<file path="config.mk">
export PLATFORM = sky130hd
export DESIGN_NAME = mem_port_arbiter
export DESIGN_NICKNAME = d
export VERILOG_FILES = /design/src/rtl/mem_port_arbiter.sv
export SDC_FILE = /design/constraint.sdc
export NUM_CORES = 1
export LEC_CHECK = 0
export BUFFER_PORTS_ARGS = -buffer_cell sky130_fd_sc_hd__buf_2
export CORE_MARGIN = 2
export CORE_UTILIZATION = 47
export CTS_CLUSTER_DIAMETER = 150
export CTS_CLUSTER_SIZE = 28
export DETAILED_ROUTE_END_ITERATION = 6
export GPL_TIMING_DRIVEN = 1
export HOLD_SLACK_MARGIN = 0.05
export MAX_ROUTING_LAYER = met4
export PLACE_DENSITY = 0.8
export SYNTH_ARGS = -nofsm -noshare
export SYNTH_HDL_FRONTEND = slang
export SYNTH_SLANG_ARGS = --single-unit
export TNS_END_PERCENT = 10
</file>
<file path="constraint.sdc">
create_clock -name clk -period 2.1 [get_ports clk]
set_input_delay 0.21 -clock clk [delete_from_list [all_inputs] [get_ports clk]]
set_output_delay 0.21 -clock clk [all_outputs]
set_load 0.02 [all_outputs]
</file>
<file path="src/rtl/mem_port_arbiter.sv">
// Arbitrates the single external memory port between instruction fetch and
// data load/store, holding each completed result until the pipeline advances.
module mem_port_arbiter #(
   parameter int ADDR_W  = 32,
   parameter int DATA_W  = 32,
   parameter int TIMEOUT = 255
) (
   input  logic                clk,
   input  logic                rst,
   input  logic                i_req,
   input  logic [ADDR_W-1:0]   i_addr,
   output logic [DATA_W-1:0]   i_rdata,
   output logic                iready_n,
   input  logic [1:0]          d_rw,
   input  logic [ADDR_W-1:0]   d_addr,
   input  logic [DATA_W-1:0]   d_wdata,
   input  logic [DATA_W/8-1:0] d_be,
   output logic [DATA_W-1:0]   d_rdata,
   output logic                dready_n,
   output logic                dbusy,
   input  logic                pipe_adv,
   output logic                m_req,
   output logic                m_we,
   output logic [ADDR_W-1:0]   m_addr,
   output logic [DATA_W-1:0]   m_wdata,
   output logic [DATA_W/8-1:0] m_be,
   input  logic                m_ack,
   input  logic [DATA_W-1:0]   m_rdata,
   output logic                bus_err
);

   localparam int BE_W = DATA_W / 8;
   localparam logic [7:0] TIMEOUT_C = 8'(TIMEOUT);

   typedef enum logic [1:0] {IDLE, IFETCH, DREAD, DWRITE} state_t;

   state_t            state_reg, state_next;
   logic              i_valid_reg, d_valid_reg, w_done_reg;
   logic [DATA_W-1:0] i_rdata_reg, d_rdata_reg;
   logic [ADDR_W-1:0] m_addr_reg;
   logic [DATA_W-1:0] m_wdata_reg;
   logic [BE_W-1:0]   m_be_reg;
   logic              m_we_reg;
   logic [7:0]        cnt_reg, cnt_next;
   logic              bus_err_reg;
   logic              set_i, set_d, set_w, start;

   always_comb begin
      state_next = state_reg;
      set_i      = 1'b0;
      set_d      = 1'b0;
      set_w      = 1'b0;
      cnt_next   = 8'd0;
      case (state_reg)
         IDLE: begin
            // d_rw=11 falls into the read branch first
            if (d_rw[1] && !d_valid_reg)
               state_next = DREAD;
            else if (d_rw[0] && !w_done_reg)
               state_next = DWRITE;
            else if (i_req && !i_valid_reg)
               state_next = IFETCH;
         end
         default: begin
            if (m_ack) begin
               state_next = IDLE;
               // a redirected fetch drops its data and is simply refetched
               set_i = (state_reg == IFETCH) && (m_addr_reg == i_addr);
               set_d = (state_reg == DREAD);
               set_w = (state_reg == DWRITE);
            end else begin
               cnt_next = (cnt_reg == 8'hFF) ? cnt_reg : cnt_reg + 8'd1;
            end
         end
      endcase
      start = (state_reg == IDLE) && (state_next != IDLE);
   end

   always_ff @(posedge clk) begin
      if (!rst) begin
         state_reg   <= IDLE;
         i_valid_reg <= 1'b0;
         d_valid_reg <= 1'b0;
         w_done_reg  <= 1'b0;
         i_rdata_reg <= '0;
         d_rdata_reg <= '0;
         m_addr_reg  <= '0;
         m_wdata_reg <= '0;
         m_be_reg    <= '0;
         m_we_reg    <= 1'b0;
         cnt_reg     <= 8'd0;
         bus_err_reg <= 1'b0;
      end else begin
         state_reg <= state_next;
         if (start) begin
            m_we_reg    <= (state_next == DWRITE);
            m_addr_reg  <= (state_next == IFETCH) ? i_addr : d_addr;
            m_wdata_reg <= (state_next == DWRITE) ? d_wdata : '0;
            m_be_reg    <= (state_next == IFETCH) ? {BE_W{1'b1}} : d_be;
         end
         // the acked transaction's flag wins over a same-cycle pipe_adv clear
         i_valid_reg <= (i_valid_reg && !pipe_adv) || set_i;
         d_valid_reg <= (d_valid_reg && !pipe_adv) || set_d;
         w_done_reg  <= (w_done_reg  && !pipe_adv) || set_w;
         if (set_i)
            i_rdata_reg <= m_rdata;
         if (set_d)
            d_rdata_reg <= m_rdata;
         cnt_reg <= cnt_next;
         if ((state_reg != IDLE) && !m_ack && (cnt_next == TIMEOUT_C))
            bus_err_reg <= 1'b1;
      end
   end

   assign i_rdata  = i_rdata_reg;
   assign d_rdata  = d_rdata_reg;
   assign iready_n = !i_valid_reg;
   assign dready_n = !d_valid_reg;
   assign dbusy    = d_rw[0] && !w_done_reg;
   assign m_req    = (state_reg != IDLE);
   assign m_we     = m_we_reg;
   assign m_addr   = m_addr_reg;
   assign m_wdata  = m_wdata_reg;
   assign m_be     = m_be_reg;
   assign bus_err  = bus_err_reg;

endmodule

</file>
### Yosys cells after proc, flatten, opt, wreduce, memory -nomap -nowiden

Index checks and enable logic that the tools add are counted.

* logic and storage cells: 59
* register bits after elaboration: 147
* input bits: 139

* mux-type cells: 17
* reduce and logical (&&, ||, !) cells: 21
* $add $sub $neg: 1
* equal/unequal tests: 8

Operators by type and width (count)
* 32-bit 2-to-1 mux: 2
* 32-bit == test: 1
* 8-bit 2-to-1 mux: 3
* 8-bit == test, second input constant: 2
* 1-bit logical AND: 10
* 2-bit 2-to-1 mux: 5
* 8-bit by 1-bit adder with 8-bit output, second input constant: 1
* 2-bit == test, second input constant: 3
* 1-bit 2-to-1 mux: 6
* 1-bit logical NOT: 5
* 2-bit by 1-bit == test with 1-bit output, second input constant: 2
* 4-bit 2-to-1 mux: 1
* 2-bit nonzero test: 2
* 1-bit logical OR: 3
* 2-bit logical NOT: 1

### Logic depth before layout (Yosys ltp)

* word-level depth: 8
* mapped depth: 8
* depth with buffers taken out: 6

### Worst setup path before layout

Ideal clock, no wire load.

* path type: register -> register
* from: reg m_addr_reg[13] (netlist: m_addr[13])
* to: reg i_rdata_reg[10] (netlist: i_rdata[10])
* data arrival time: 1787 ps
* stages on the path, launching flop included: 7
* buffers on the path: 1
* path slack: 242 ps
* data required time: 2028 ps
* cells stage by stage: dfxtp_1 xor2_1 nor4_1 nand3_1 nor4_4 buf_6 mux2i_1

* word-level cells in the longest chain between the ends: 4

Ends and longest elaborated chain
* from (decl): line 40 `logic [ADDR_W-1:0] m_addr_reg;`
* from (signal assigned): line 97 `m_addr_reg <= (state_next == IFETCH) ? i_addr : d_addr;`
* 32-bit == test: line 68 `set_i = (state_reg == IFETCH) && (m_addr_reg == i_addr);`
* 1-bit logical AND: line 68
* 1-bit 2-to-1 mux: line 65 `if (m_ack) begin`
* 1-bit 2-to-1 mux: line 54 `case (state_reg)`
* to (signal assigned): line 106 `i_rdata_reg <= m_rdata;`
* to (decl): line 39 `logic [DATA_W-1:0] i_rdata_reg, d_rdata_reg;`

Every way passes these cells.
A chain may end at the register's enable or synchronous reset.

### Worst setup path in the final report

* from: in i_addr[11]
* to: reg i_rdata_reg[11] (netlist: i_rdata[11])

* word-level cells in the longest chain between the ends: 4

Ends and longest elaborated chain
* from (decl): line 11 `input logic [ADDR_W-1:0] i_addr,`
* 32-bit == test: line 68
* 1-bit logical AND: line 68
* 1-bit 2-to-1 mux: line 65
* 1-bit 2-to-1 mux: line 54

Every way passes these cells.

==> results by group <==
Critical path
  • WP buf/inv: 4
  • Crit path largest cell delay: 0.54 ns
  • Delay-heaviest family, CP: buffers and inverters
  • CP endpoint kind: flop
  • Crit-path cells: dlygate4sd3_1, buf_2, xor2_1, nor4_2, nand4_1, nor4_4, buf_6, clkbuf_16, mux2i_2
  • Critical Path RT: 2.43 ns
  • Critical path startpoint category: primary input
  • Setup CP Type: primary input to flop
  • Slowest library cell on the worst path: dlygate4sd3_1
  • Crit Path Max Fanout: 5
  • Data arrival, critical path: 2.29 ns

Synth
  • Syn Area/Cell: 8.61 sq um
  • Primary FF master, synth: dfxtp_1
  • Yosys warning total: 0
  • Synthesis-stage register bit count: 147
  • Post-Syn Area: 0.00611 sq mm
  • Syn_nets: 850
  • Number of flops mapped to enable cells by yosys: 0
  • Sequential area share after synthesis: 48.1%
  • Synth Instances: 710
  • FFs w/ async S/R, synth: 0%
  • Synth cell types: 38

Final layout
  • Share of cells above drive strength 1: 32.4%
  • Area of the multi-input gates: 0.00297 sq mm
  • Register area: 0.00294 sq mm
  • Filler cell count in the final layout: 888
  • Nets@finish: 1185
  • Area growth, synth to finish: 49.0%

Global route
  • First-pass GRT wire length: 30.8 mm
  • Grt total ovfl: 0
  • Vias in the first global route: 6282
  • Overall routing resource usage: 28.2%
  • Largest net degree at the start of global routing: 69
  • Antenna violations before repair: 1

Die
  • Row count: 41
  • Total die area: 0.0139 sq mm
  • Chip Height: 118 um
  • Area of the core: 0.0127 sq mm
  • Die Wd: 118 um
  • Initial core utilization: 48.3%
  • I/O pin count: 277

STA
  • Measured slew at the worst slew-check pin: 0.463 ns
  • Final Cycle Share: 93.3%
  • Fmax: 510 MHz
  • Setup TNS: 0 ns
  • Final setup viols: 0
  • Min Hold Slack: 0.0616 ns
  • RSZ-0062 raised after global routing: false
  • Max-slew violations: 0
  • Slew HR: 69.1%
  • Clk_skew: 0.00952 ns
  • Final min period: 1.96 ns
  • Final number of hold-violating endpoints: 0

Hold path
  • Hold Crit Class: primary input to flop

Detailed routing
  • Avg WL per Cell: 15.8 um
  • Vias: 6347
  • Detail Route Antenna Nets: 0
  • Drc violations: 0
  • Avg Vias per Cell: 5.16
  • Total Routed Length: 19.5 mm
  • Initial DRT Pass Iterations: 5
  • Iter 0 DRT Violations: 455

Place
  • PortBufs: 276
  • HPWL after DPL: 11.9 mm
  • Gpl congestion: 0.848

Run status
  • Status: complete, no violations

Clock network
  • CTS tree: done
  • H-tree Lvls: 4
  • Clock slew at reported path FFs: 0.06 ns
  • Clock sinks: 147
  • Root Buffer: clkbuf_16
  • Maximum clock path buffer count: 2
  • Number of CTS-inserted buffers: 17
  • Skew-Pair Late Insertion Delay: 0.42 ns

Pwr
  • Leak: 0.00409 uW
  • Max IR drop VDD: 0.000738 V
  • Pwr Density: 839 mW/mm^2

Job
  • # Max-Cap Violations: 0
-- layout by cell type (no fill, tap or decap), drive strengths merged, types with 8 or more instances in the layout --
master	count
a31oi	35
nor4	8
mux2i	33
o21ai	35
dlygate4sd3	73
nand2	201
buf	294
nor2b	35
inv	8
clkbuf	20
xor2	28
a22oi	32
dfxtp	147
a21boi	36
nor2	12
-- layout make-up --
type / count / share of cell area [%]
clock buffers: 19 / 4.97
multi-input cells: 504 / 32.6
clock inverters: 13 / 1.73
diodes: 1 / 0.0275
inverters: 7 / 0.288
repair buffers: 368 / 25.7
well taps: 172 / 2.36
flip-flops and latches: 147 / 32.3
-- metal layers --
metal / GRT usage (%) / routed length, um
met1: 31.3 / 7810
met2: 47.5 / 9830
met3: 7.66 / 1280
met4: 12.1 / 584
met5: - / 0
-- final timing paths --
check / start / cells past startpoint / endpoint / slack (ns)
setup reg to reg: m_addr[7]$_SDFFE_PN0P_ / 7 / i_rdata[11]$_SDFFE_PN0P_ / 0.18
hold / removal: d_wdata[31] / 3 / m_wdata[31]$_SDFFE_PN0P_ / 0.06
hold reg to reg: d_rdata[20]$_SDFFE_PN0P_ / 2 / d_rdata[20]$_SDFFE_PN0P_ / 0.45
setup / recovery: i_addr[11] / 9 / i_rdata[11]$_SDFFE_PN0P_ / 0.14
-- cells in the mapped netlist (6+ instances only) --
cell / count / area [sq um]
a31oi_1: 35 / 219
buf_2: 10 / 50.1
a21boi_0: 30 / 225
mux2i_1: 33 / 330
o21ai_0: 34 / 170
nand3_1: 6 / 30.0
a21boi_1: 6 / 45.0
dfxtp_1: 147 / 2940
inv_1: 7 / 26.3
nand2_1: 201 / 754
xor2_1: 28 / 245
nor2b_1: 35 / 219
nor4_1: 7 / 43.8
xnor2_1: 6 / 52.6
clkbuf_1: 37 / 139
nor3_1: 6 / 30.0
nor2_1: 12 / 45.0
a21oi_1: 6 / 30.0
a22oi_1: 32 / 240
-- timing repair --
action	in CTS	in global routing
endpoints found under the setup margin	0	35
hold buffers	73	0
buffers inserted	0	1
endpoints found under the hold margin	82	0
resized for setup	0	11
-- cells by family (layout without fill, tap and decap cells) --
logic type | Yosys count | in the layout | share of synthesized area, %
compound gates | 154 | 154 | 17.0
xor+xnor | 34 | 34 | 4.87
fa+ha+maj | 1 | 1 | 0.205
buf+inv | 59 | 407 | 4.19
mux | 33 | 33 | 5.40
other cells | 0 | 1 | 0
simple gates | 282 | 282 | 20.2
flops | 147 | 147 | 48.1
-- worst reg2reg max path, delay by kind of cell, from the launching register on --
| kind | cells | cell delay (ns) |
|---|---|---|
| multiplexers | 1 | 0.23 |
| AND/OR/NAND/NOR | 3 | 0.78 |
| XOR/XNOR | 1 | 0.18 |
| flip-flops | 1 | 0.33 |
| buffers and inverters | 2 | 0.33 |
-- report_power, final --
group / switching [uW] / leakage (uW) / internal [uW]
combinational: 873 / 0.00260 / 597
sequential: 126 / 0.00120 / 2970
clock: 1160 / 0.000291 / 1930
-- through the flow --
step                      utilization (%)  total power [uW]  std cells  worst slack (ns)  cell area [sq um]
after floorplan                         -              3930        710             0.242               6110
after global placement               60.6              4440       1123             0.198               7680
after detailed placement             60.6              4460       1123             0.128               7680
after CTS                            71.2              7670       1228            0.0315               9020
after global routing                 71.9              7990       1231            0.0388               9110
final                                71.9              7650       1231             0.140               9110
Power figures use the tool's default switching activity.
